--- src/rtl/pc_fetch_unit_pkg.sv ---
// Shared constants, FSM encoding and the buffered-instruction record for the fetch unit.
package pc_fetch_unit_pkg;

    localparam logic [31:0] RESET_PC_DEFAULT = 32'h0000_0000;
    localparam logic [31:0] NOP_INST         = 32'h0000_0013;

    typedef enum logic [1:0] {
        BOOT  = 2'd0,
        FETCH = 2'd1,
        FLUSH = 2'd2
    } fetch_state_e;

    typedef struct packed {
        logic [31:0] pc;
        logic [31:0] inst;
    } fetch_entry_t;

    // Fetch addresses are always word aligned; the low two bits of a target are ignored.
    function automatic logic [31:0] word_align(input logic [31:0] a);
        return {a[31:2], 2'b00};
    endfunction

endpackage

--- src/rtl/pc_fetch_unit_if.sv ---
// Instruction-memory request/response and decode-side handshake of the fetch unit.
interface pc_fetch_unit_if;

    logic        imem_req_valid;
    logic [31:0] imem_req_addr;
    logic        imem_req_ready;
    logic        imem_rsp_valid;
    logic [31:0] imem_rsp_data;

    logic        id_valid;
    logic [31:0] id_pc;
    logic [31:0] id_pc_add4;
    logic [31:0] id_inst;
    logic        id_ready;

    // Fetch unit side.
    modport master (
        output imem_req_valid, imem_req_addr,
        input  imem_req_ready, imem_rsp_valid, imem_rsp_data,
        output id_valid, id_pc, id_pc_add4, id_inst,
        input  id_ready
    );

    // Memory / decode side.
    modport slave (
        input  imem_req_valid, imem_req_addr,
        output imem_req_ready, imem_rsp_valid, imem_rsp_data,
        input  id_valid, id_pc, id_pc_add4, id_inst,
        output id_ready
    );

endinterface

--- src/rtl/pc_fetch_unit_fetch_fifo.sv ---
// Small synchronous FIFO with flush; head is the oldest entry, valid while count != 0.
// Flush wins over a same-cycle push or pop. Push while full is accepted only with a pop.
module fetch_fifo #(
    parameter  int WIDTH = 32,
    parameter  int DEPTH = 2,
    localparam int CW    = $clog2(DEPTH + 1),
    localparam int PW    = (DEPTH > 1) ? $clog2(DEPTH) : 1
) (
    input  logic             clk,
    input  logic             rst,
    input  logic             push,
    input  logic             pop,
    input  logic             flush,
    input  logic [WIDTH-1:0] din,
    output logic [WIDTH-1:0] head,
    output logic [CW-1:0]    count
);

    logic [DEPTH-1:0][WIDTH-1:0] mem_q, mem_d;
    logic [PW-1:0]               rd_ptr_q, rd_ptr_d;
    logic [PW-1:0]               wr_ptr_q, wr_ptr_d;
    logic [CW-1:0]               count_q, count_d;
    logic                        do_push, do_pop;

    // Pointers wrap explicitly so non-power-of-two depths work.
    function automatic logic [PW-1:0] next_ptr(input logic [PW-1:0] p);
        return (p == PW'(DEPTH - 1)) ? '0 : p + 1'b1;
    endfunction

    // Next-state for storage, pointers and occupancy.
    always_comb begin
        mem_d    = mem_q;
        rd_ptr_d = rd_ptr_q;
        wr_ptr_d = wr_ptr_q;
        count_d  = count_q;
        do_pop   = pop && (count_q != '0);
        do_push  = push && ((count_q != CW'(DEPTH)) || do_pop);
        if (flush) begin
            rd_ptr_d = '0;
            wr_ptr_d = '0;
            count_d  = '0;
        end else begin
            if (do_push) begin
                mem_d[wr_ptr_q] = din;
                wr_ptr_d        = next_ptr(wr_ptr_q);
            end
            if (do_pop) begin
                rd_ptr_d = next_ptr(rd_ptr_q);
            end
            count_d = count_q + CW'(do_push) - CW'(do_pop);
        end
    end

    // State registers.
    always_ff @(posedge clk or posedge rst) begin
        if (rst) begin
            mem_q    <= '0;
            rd_ptr_q <= '0;
            wr_ptr_q <= '0;
            count_q  <= '0;
        end else begin
            mem_q    <= mem_d;
            rd_ptr_q <= rd_ptr_d;
            wr_ptr_q <= wr_ptr_d;
            count_q  <= count_d;
        end
    end

    assign head  = mem_q[rd_ptr_q];
    assign count = count_q;

endmodule

--- src/rtl/pc_fetch_unit.sv ---
// Instruction fetch stage: owns the fetch PC, issues in-order imem requests, buffers
// returned words with their PCs for decode, and squashes stale work on redirect.
module pc_fetch_unit
    import pc_fetch_unit_pkg::*;
#(
    parameter logic [31:0] RESET_PC = RESET_PC_DEFAULT,
    parameter int          DEPTH    = 2   // 2..8: buffer entries and in-flight + buffered cap
) (
    input  logic        clk,
    input  logic        rst,
    input  logic [31:0] npc,
    input  logic        redirect,
    pc_fetch_unit_if.master bus
);

    localparam int            CW        = $clog2(DEPTH + 1);
    localparam logic [CW:0]   DEPTH_OCC = (CW + 1)'(DEPTH);

    fetch_state_e  state_q, state_d;
    logic [31:0]   fetch_pc_q, fetch_pc_d;
    logic [CW-1:0] inflight_q, inflight_d;
    logic [CW-1:0] discard_q, discard_d;

    logic [CW-1:0] ibuf_count, pcq_count;
    logic [31:0]   pcq_head;
    fetch_entry_t  ibuf_head, ibuf_din;
    logic [CW:0]   occupancy;
    logic          req_valid, accept, rsp_take, rsp_keep, id_fire, id_valid;

    // Occupancy counts requests not yet returned plus words waiting for decode,
    // so every accepted request is guaranteed a buffer slot when it returns.
    assign occupancy = {1'b0, inflight_q} + {1'b0, ibuf_count};
    assign req_valid = (state_q == FETCH) && !redirect && (occupancy < DEPTH_OCC);
    assign accept    = req_valid && bus.imem_req_ready;
    // A response with nothing outstanding (e.g. a straggler from before reset) is ignored.
    assign rsp_take  = bus.imem_rsp_valid && (inflight_q != '0);
    assign rsp_keep  = rsp_take && (discard_q == '0) && !redirect;
    assign id_valid  = (ibuf_count != '0);
    assign id_fire   = id_valid && bus.id_ready && !redirect;

    // Next fetch PC, outstanding/discard accounting and FSM transition.
    always_comb begin
        fetch_pc_d = fetch_pc_q;
        if (redirect) begin
            fetch_pc_d = word_align(npc);
        end else if (accept) begin
            fetch_pc_d = fetch_pc_q + 32'd4;
        end

        inflight_d = inflight_q + CW'(accept) - CW'(rsp_take);

        discard_d = discard_q;
        if (redirect) begin
            // Everything still outstanding after this cycle belongs to the old path.
            discard_d = inflight_d;
        end else if (rsp_take && (discard_q != '0)) begin
            discard_d = discard_q - 1'b1;
        end

        state_d = state_q;
        unique case (state_q)
            BOOT:         state_d = FETCH;
            FETCH, FLUSH: state_d = (discard_d != '0) ? FLUSH : FETCH;
            default:      state_d = BOOT;
        endcase
    end

    // FSM and control registers.
    always_ff @(posedge clk or posedge rst) begin
        if (rst) begin
            state_q    <= BOOT;
            fetch_pc_q <= RESET_PC;
            inflight_q <= '0;
            discard_q  <= '0;
        end else begin
            state_q    <= state_d;
            fetch_pc_q <= fetch_pc_d;
            inflight_q <= inflight_d;
            discard_q  <= discard_d;
        end
    end

    // PCs of requests still expected back on the current path, oldest first.
    fetch_fifo #(.WIDTH(32), .DEPTH(DEPTH)) u_pc_queue (
        .clk   (clk),
        .rst   (rst),
        .push  (accept),
        .pop   (rsp_keep),
        .flush (redirect),
        .din   (fetch_pc_q),
        .head  (pcq_head),
        .count (pcq_count)
    );

    assign ibuf_din = '{pc: pcq_head, inst: bus.imem_rsp_data};

    // Returned instructions paired with their PCs, waiting for decode.
    fetch_fifo #(.WIDTH($bits(fetch_entry_t)), .DEPTH(DEPTH)) u_inst_buf (
        .clk   (clk),
        .rst   (rst),
        .push  (rsp_keep),
        .pop   (id_fire),
        .flush (redirect),
        .din   (ibuf_din),
        .head  (ibuf_head),
        .count (ibuf_count)
    );

    assign bus.imem_req_valid = req_valid;
    assign bus.imem_req_addr  = fetch_pc_q;
    assign bus.id_valid       = id_valid;
    assign bus.id_pc          = id_valid ? ibuf_head.pc : 32'd0;
    assign bus.id_pc_add4     = id_valid ? (ibuf_head.pc + 32'd4) : 32'd4;
    assign bus.id_inst        = id_valid ? ibuf_head.inst : NOP_INST;

    // A response with nothing outstanding is a protocol error, except in the boot cycle
    // where a response issued before reset may still land.
    a_rsp_has_req : assert property (@(posedge clk) disable iff (rst)
        !(bus.imem_rsp_valid && (inflight_q == '0) && (state_q != BOOT)))
        else $error("pc_fetch_unit: imem response with no request outstanding");

    // Live PC-queue entries are exactly the outstanding requests not marked for discard.
    a_pcq_consistent : assert property (@(posedge clk) disable iff (rst)
        pcq_count == (inflight_q - discard_q))
        else $error("pc_fetch_unit: issued-PC queue out of step with in-flight count");

    a_occupancy : assert property (@(posedge clk) disable iff (rst)
        occupancy <= DEPTH_OCC)
        else $error("pc_fetch_unit: in-flight plus buffered exceeds DEPTH");

endmodule

--- src/flat_wrapper.sv ---
// flat-port wrapper written by rule: the top's interface ports become plain ports
module pc_fetch_unit_flat import pc_fetch_unit_pkg::*;
#(
    parameter logic [31:0] RESET_PC = RESET_PC_DEFAULT,
    parameter int          DEPTH    = 2                                                       
)
  (clk, rst, npc, redirect, bus_imem_req_valid, bus_imem_req_addr, bus_imem_req_ready, bus_imem_rsp_valid, bus_imem_rsp_data, bus_id_valid, bus_id_pc, bus_id_pc_add4, bus_id_inst, bus_id_ready);
  pc_fetch_unit_if bus_i ();
  input  logic clk;
  input  logic rst;
  input  logic [31:0] npc;
  input  logic redirect;
  output wire logic [$bits(bus_i.imem_req_valid)-1:0] bus_imem_req_valid;
  output wire logic [$bits(bus_i.imem_req_addr)-1:0] bus_imem_req_addr;
  input wire logic [$bits(bus_i.imem_req_ready)-1:0] bus_imem_req_ready;
  input wire logic [$bits(bus_i.imem_rsp_valid)-1:0] bus_imem_rsp_valid;
  input wire logic [$bits(bus_i.imem_rsp_data)-1:0] bus_imem_rsp_data;
  output wire logic [$bits(bus_i.id_valid)-1:0] bus_id_valid;
  output wire logic [$bits(bus_i.id_pc)-1:0] bus_id_pc;
  output wire logic [$bits(bus_i.id_pc_add4)-1:0] bus_id_pc_add4;
  output wire logic [$bits(bus_i.id_inst)-1:0] bus_id_inst;
  input wire logic [$bits(bus_i.id_ready)-1:0] bus_id_ready;
  assign bus_imem_req_valid = bus_i.imem_req_valid;
  assign bus_imem_req_addr = bus_i.imem_req_addr;
  assign bus_i.imem_req_ready = bus_imem_req_ready;
  assign bus_i.imem_rsp_valid = bus_imem_rsp_valid;
  assign bus_i.imem_rsp_data = bus_imem_rsp_data;
  assign bus_id_valid = bus_i.id_valid;
  assign bus_id_pc = bus_i.id_pc;
  assign bus_id_pc_add4 = bus_i.id_pc_add4;
  assign bus_id_inst = bus_i.id_inst;
  assign bus_i.id_ready = bus_id_ready;
  pc_fetch_unit #(.RESET_PC(RESET_PC), .DEPTH(DEPTH)) u_core (.clk(clk), .rst(rst), .npc(npc), .redirect(redirect), .bus(bus_i));
endmodule
--- config.mk ---
export PLATFORM = sky130hd
export DESIGN_NAME = pc_fetch_unit_flat
export DESIGN_NICKNAME = d
export VERILOG_FILES = /design/src/rtl/pc_fetch_unit_pkg.sv /design/src/rtl/pc_fetch_unit_if.sv /design/src/rtl/pc_fetch_unit_fetch_fifo.sv /design/src/rtl/pc_fetch_unit.sv /design/src/flat_wrapper.sv
export SDC_FILE = /design/constraint.sdc
export NUM_CORES = 1
export LEC_CHECK = 0
export CORE_ASPECT_RATIO = 1.75
export CORE_MARGIN = 5
export CORE_UTILIZATION = 45
export CTS_BUF_LIST = sky130_fd_sc_hd__clkbuf_4 sky130_fd_sc_hd__clkbuf_8
export DETAILED_ROUTE_END_ITERATION = 8
export MAX_ROUTING_LAYER = met4
export PLACE_DENSITY = 0.76
export SLEW_MARGIN = 25
export SYNTH_ARGS = -nofsm -noshare
export SYNTH_HDL_FRONTEND = slang
export SYNTH_SLANG_ARGS = --single-unit
--- constraint.sdc ---
create_clock -name clk -period 15.1 [get_ports clk]
set_input_delay 3.02 -clock clk [delete_from_list [all_inputs] [get_ports clk]]
set_output_delay 3.02 -clock clk [all_outputs]
set_load 0.02 [all_outputs]
==> run summary <==
The cell area that synthesis handed to floorplanning was ~12000 um2. The count of flip-flops with a built-in enable after synthesis is 0. TritonCTS built the clock tree. The top cell type's share of synthesized area is 49.08%. Summing all non-filler instances in the final layout gives an area of around 14000 um2. The fmax came out at 0.1301 GHz. The buffers inserted during post-CTS setup optimization came out at 0. In the detailed route, the total length drawn on met3 is 1.188 mm. After synthesis, the cell types taking the most area are sky130_fd_sc_hd__dfrtp_1, sky130_fd_sc_hd__mux2_2, sky130_fd_sc_hd__mux2i_1. The time the worst path needs with I/O delays and setup is around 7.7 ns. The total grt overflow came out at 0. The number of fill cells in the layout came out at between 2000 and 2500.

The register area share after synthesis is 49.08%. In the layout the commonest cells are sky130_fd_sc_hd__dfrtp_1, sky130_fd_sc_hd__clkdlybuf4s50_1, sky130_fd_sc_hd__nor2_1, sky130_fd_sc_hd__mux2_2, sky130_fd_sc_hd__nand2_1. The number of clock buffers added by TritonCTS is 35. The average routed wire per standard cell is 17.83 um. The sum of net half-perimeters after detailed placement is around 20 mm.

Summed over all failing endpoints, the final setup total negative slack is 0 ns. The top-level port count came out at 200. The initial utilization of the core area, before any placement, comes to a little under half. The number of endpoints with negative hold slack in the final report is 0.

After clock tree synthesis, the clock-pin slew on the worst setup and hold paths is about 0.06 ns. The worst setup path category is flip-flop to primary output. The leading area contributor after synthesis is sky130_fd_sc_hd__dfrtp_1. The maximum number of pins on one net before global-route repair came out at 95. The number of different library cells in the post-synthesis netlist came out at 67. The CTS sink count is between 200 and 250. For this run, the leading register cell type out of synthesis is sky130_fd_sc_hd__dfrtp_1. The number of violations reported at the end of detailed-routing iteration 0 came out at 372. The worst-case IR drop observed on VDD is 73.99 uV. The number of vias per cell after detailed routing came out at approximately 5.5. The static leakage is between 6 and 7 nW. The chip width is approximately 130 um. The total count of max-transition violations in the final report is 0. The number of design rule violations left after detail routing came out at 0. The initial antenna violation count is 0. Of all flip-flops after synthesis, the portion carrying an async set or reset was 100.0%. The largest clock skew in the final design came out at between 0.015 and 0.02 ns. Synthesis produced 1100 cells. The setup slack at placement is 7.828 ns. The count of buffers inserted at the top-level ports is around 190. Measured against its own limit, the worst slew margin works out to approximately 33%. The first-pass GRT wire length came out at 47.68 mm.

The max capacitance violation total came out at 0. The worst-path maximum fanout is between 60 and 70. The number of global-route vias before repair is roughly 9100.

The path class of the tightest hold or removal check is flip-flop to flip-flop. Row generation in the floorplan step produced a little under 80 rows. The clock passes through at most 3 buffers. The global-route usage over all layers came out at between 20% and 30%. The post-route worst setup slack is roughly 7.4 ns. The final period utilization came out at 50.92%. STA classifies the critical path endpoint as a primary output.

The depth of the CTS H-tree is 2. The final-report setup violation count came out at 0. The worst setup path is launched from a flip-flop. The post-route antenna net violation count came out at 0. The share of cells above drive strength 1 is between 10% and 20%. The count of state elements after synthesis is between 200 and 250. The power consumption came out at between 0.002 and 0.0025 W.

The actual slew at the worst max-slew pin came out at between 1 and 1.5 ns. The relative area change from synthesis to final layout came out at 23.82%. Summed over all nets, wire length on met2 after detailed routing comes to approximately 15 mm. Setup repair after global routing left no endpoint under its margin. The tree is rooted in a sky130_fd_sc_hd__clkbuf_8. At the later pin of the worst-skew pair, clock insertion delay measures between 0.5 and 0.6 ns.

The hold buffer count at cts is 0. The synthesis warning total is 0. At the worst endpoint, the required time is between 10 and 15 ns.

The post-cts resize count came out at 0. The detailed-route via count came out at roughly 8900. Routed signal wires occupy layers up through met4.

The mean instance size in the synthesized netlist came out at between 10 and 15 um2. The arrival time at the worst endpoint is 4.67 ns. The final RePlAce weighted congestion is about 0.87. The placeable core region came out at 25760 um2. The number of antenna repair diodes is 0. The number of detailed-routing iterations run before antenna repair is 8. For this run, the post-layout net count is between 1000 and 1500. After detailed routing, the total wire length is 28.83 mm.

The placed instances occupy a cell area of between 10000 and 15000 um2. The die outline height came out at between 200 and 250 um. The met1 layer wirelength in the final routing is 11.46 mm. The power per cell area is between 150 and 200 nW/um2. The total die area is 29270 um2. The leading cell type in the layout, fill and taps excluded is sky130_fd_sc_hd__dfrtp_1. The run finished with clean final reports.
-- routing by layer --
metal / GRT usage [%] / vias up
li1: - / 4230
met1: 23.35 / 4290
met2: 35.08 / 264
met3: 2.809 / 74
met4: 8.469 / 0
met5: - / -
-- state kept, by name, summed over array words and instances (netlist names) --
name                        flops
u_core.bus.imem_req_addr       30
u_core.discard_q                2
u_core.u_pc_queue.rd_ptr_q      1
u_core.u_inst_buf.count         2
u_core.inflight_q               2
u_core.u_pc_queue.count         2
u_core.u_pc_queue.mem_q        60
u_core.state_q                  2
u_core.u_inst_buf.mem_q       124
u_core.u_inst_buf.rd_ptr_q      1
u_core.u_inst_buf.wr_ptr_q      1
u_core.u_pc_queue.wr_ptr_q      1
-- final timing paths --
path,start,to,slack [ns],depth (start not counted)
worst max-delay path,u_core.u_inst_buf.rd_ptr_q,bus_id_pc_add4[28],7.41,10
worst min-delay path,u_core.u_inst_buf.mem_q[104],u_core.u_inst_buf.mem_q[104],0.48,2
worst max register to register,u_core.u_inst_buf.count[0],u_core.u_pc_queue.mem_q[35],11.14,8
worst min register to register,u_core.u_inst_buf.mem_q[104],u_core.u_inst_buf.mem_q[104],0.48,2
max in group asynchronous,rst,u_core.u_pc_queue.mem_q[15],10.68,3
min in group asynchronous,rst,u_core.u_inst_buf.mem_q[28],2.98,2
-- synthesized netlist by cell type (all sizes together), types with 8 or more instances --
cell type	instances
o21ai	67
mux2	130
inv	18
clkbuf	28
nor2	125
nand2	112
o31ai	10
mux2i	91
and2	8
buf	40
dfrtp	228
nand4	24
nor3	9
a21oi	38
nand2b	9
nand3	37
o211ai	11
or3	8
xnor2	14
ha	12
-- stage by stage --
step                hold slack, ns  utilization (%)  cells
detailed placement          0.4700            53.27   1558
global placement            0.4609            53.27   1558
finish                      0.4771            55.87   1617
floorplan                   0.4496                -   1105
global route                0.4902            55.87   1617
CTS                         0.4836            55.86   1617
-- critical path, stage by stage (launching register included) --
cell and delay [ns]:
sky130_fd_sc_hd__dfrtp_4 0.88, sky130_fd_sc_hd__buf_4 0.68, sky130_fd_sc_hd__mux2_2 0.31, sky130_fd_sc_hd__ha_1 0.19, sky130_fd_sc_hd__inv_1 0.09, sky130_fd_sc_hd__a2111oi_4 0.31, sky130_fd_sc_hd__buf_4 0.25, sky130_fd_sc_hd__nand4_2 0.22
sky130_fd_sc_hd__nor3b_2 0.27, sky130_fd_sc_hd__mux2_1 0.35, sky130_fd_sc_hd__clkdlybuf4s50_1 0.56
-- power by group --
group          internal [W]  switching [W]  leakage [nW]
Sequential         0.000831       0.000166          2.93
Clock              0.000264       0.000232         0.361
Combinational      0.000394       0.000428          2.76
Total               0.00149       0.000826          6.05
-- cell type report --
class	instances	area (um2)	share of cell area, %
Clock buffer	51	620.6	4.312
Clock inverter	8	46.29	0.3216
Multi-Input combinational cell	791	5560	38.63
Timing Repair Buffer	201	1982	13.77
Sequential cell	228	5709	39.66
Inverter	18	75.07	0.5216
Tap cell	320	400.4	2.782
-- cells by family (layout without fill, tap and decap cells) --
kind of cell | Yosys count | in the layout | synth area share, %
buffers and inverters | 86 | 278 | 3.466
muxes | 221 | 221 | 20.43
AOI/OAI and AO/OA | 165 | 165 | 8.901
DFF | 228 | 228 | 49.08
and+or+nand+nor | 366 | 366 | 15.12
other | 1 | 6 | 0.03226
adders and majority gates | 13 | 13 | 1.464
xor gates and xnor gates | 20 | 20 | 1.507
Note: power is estimated with default switching activity, not from simulation.
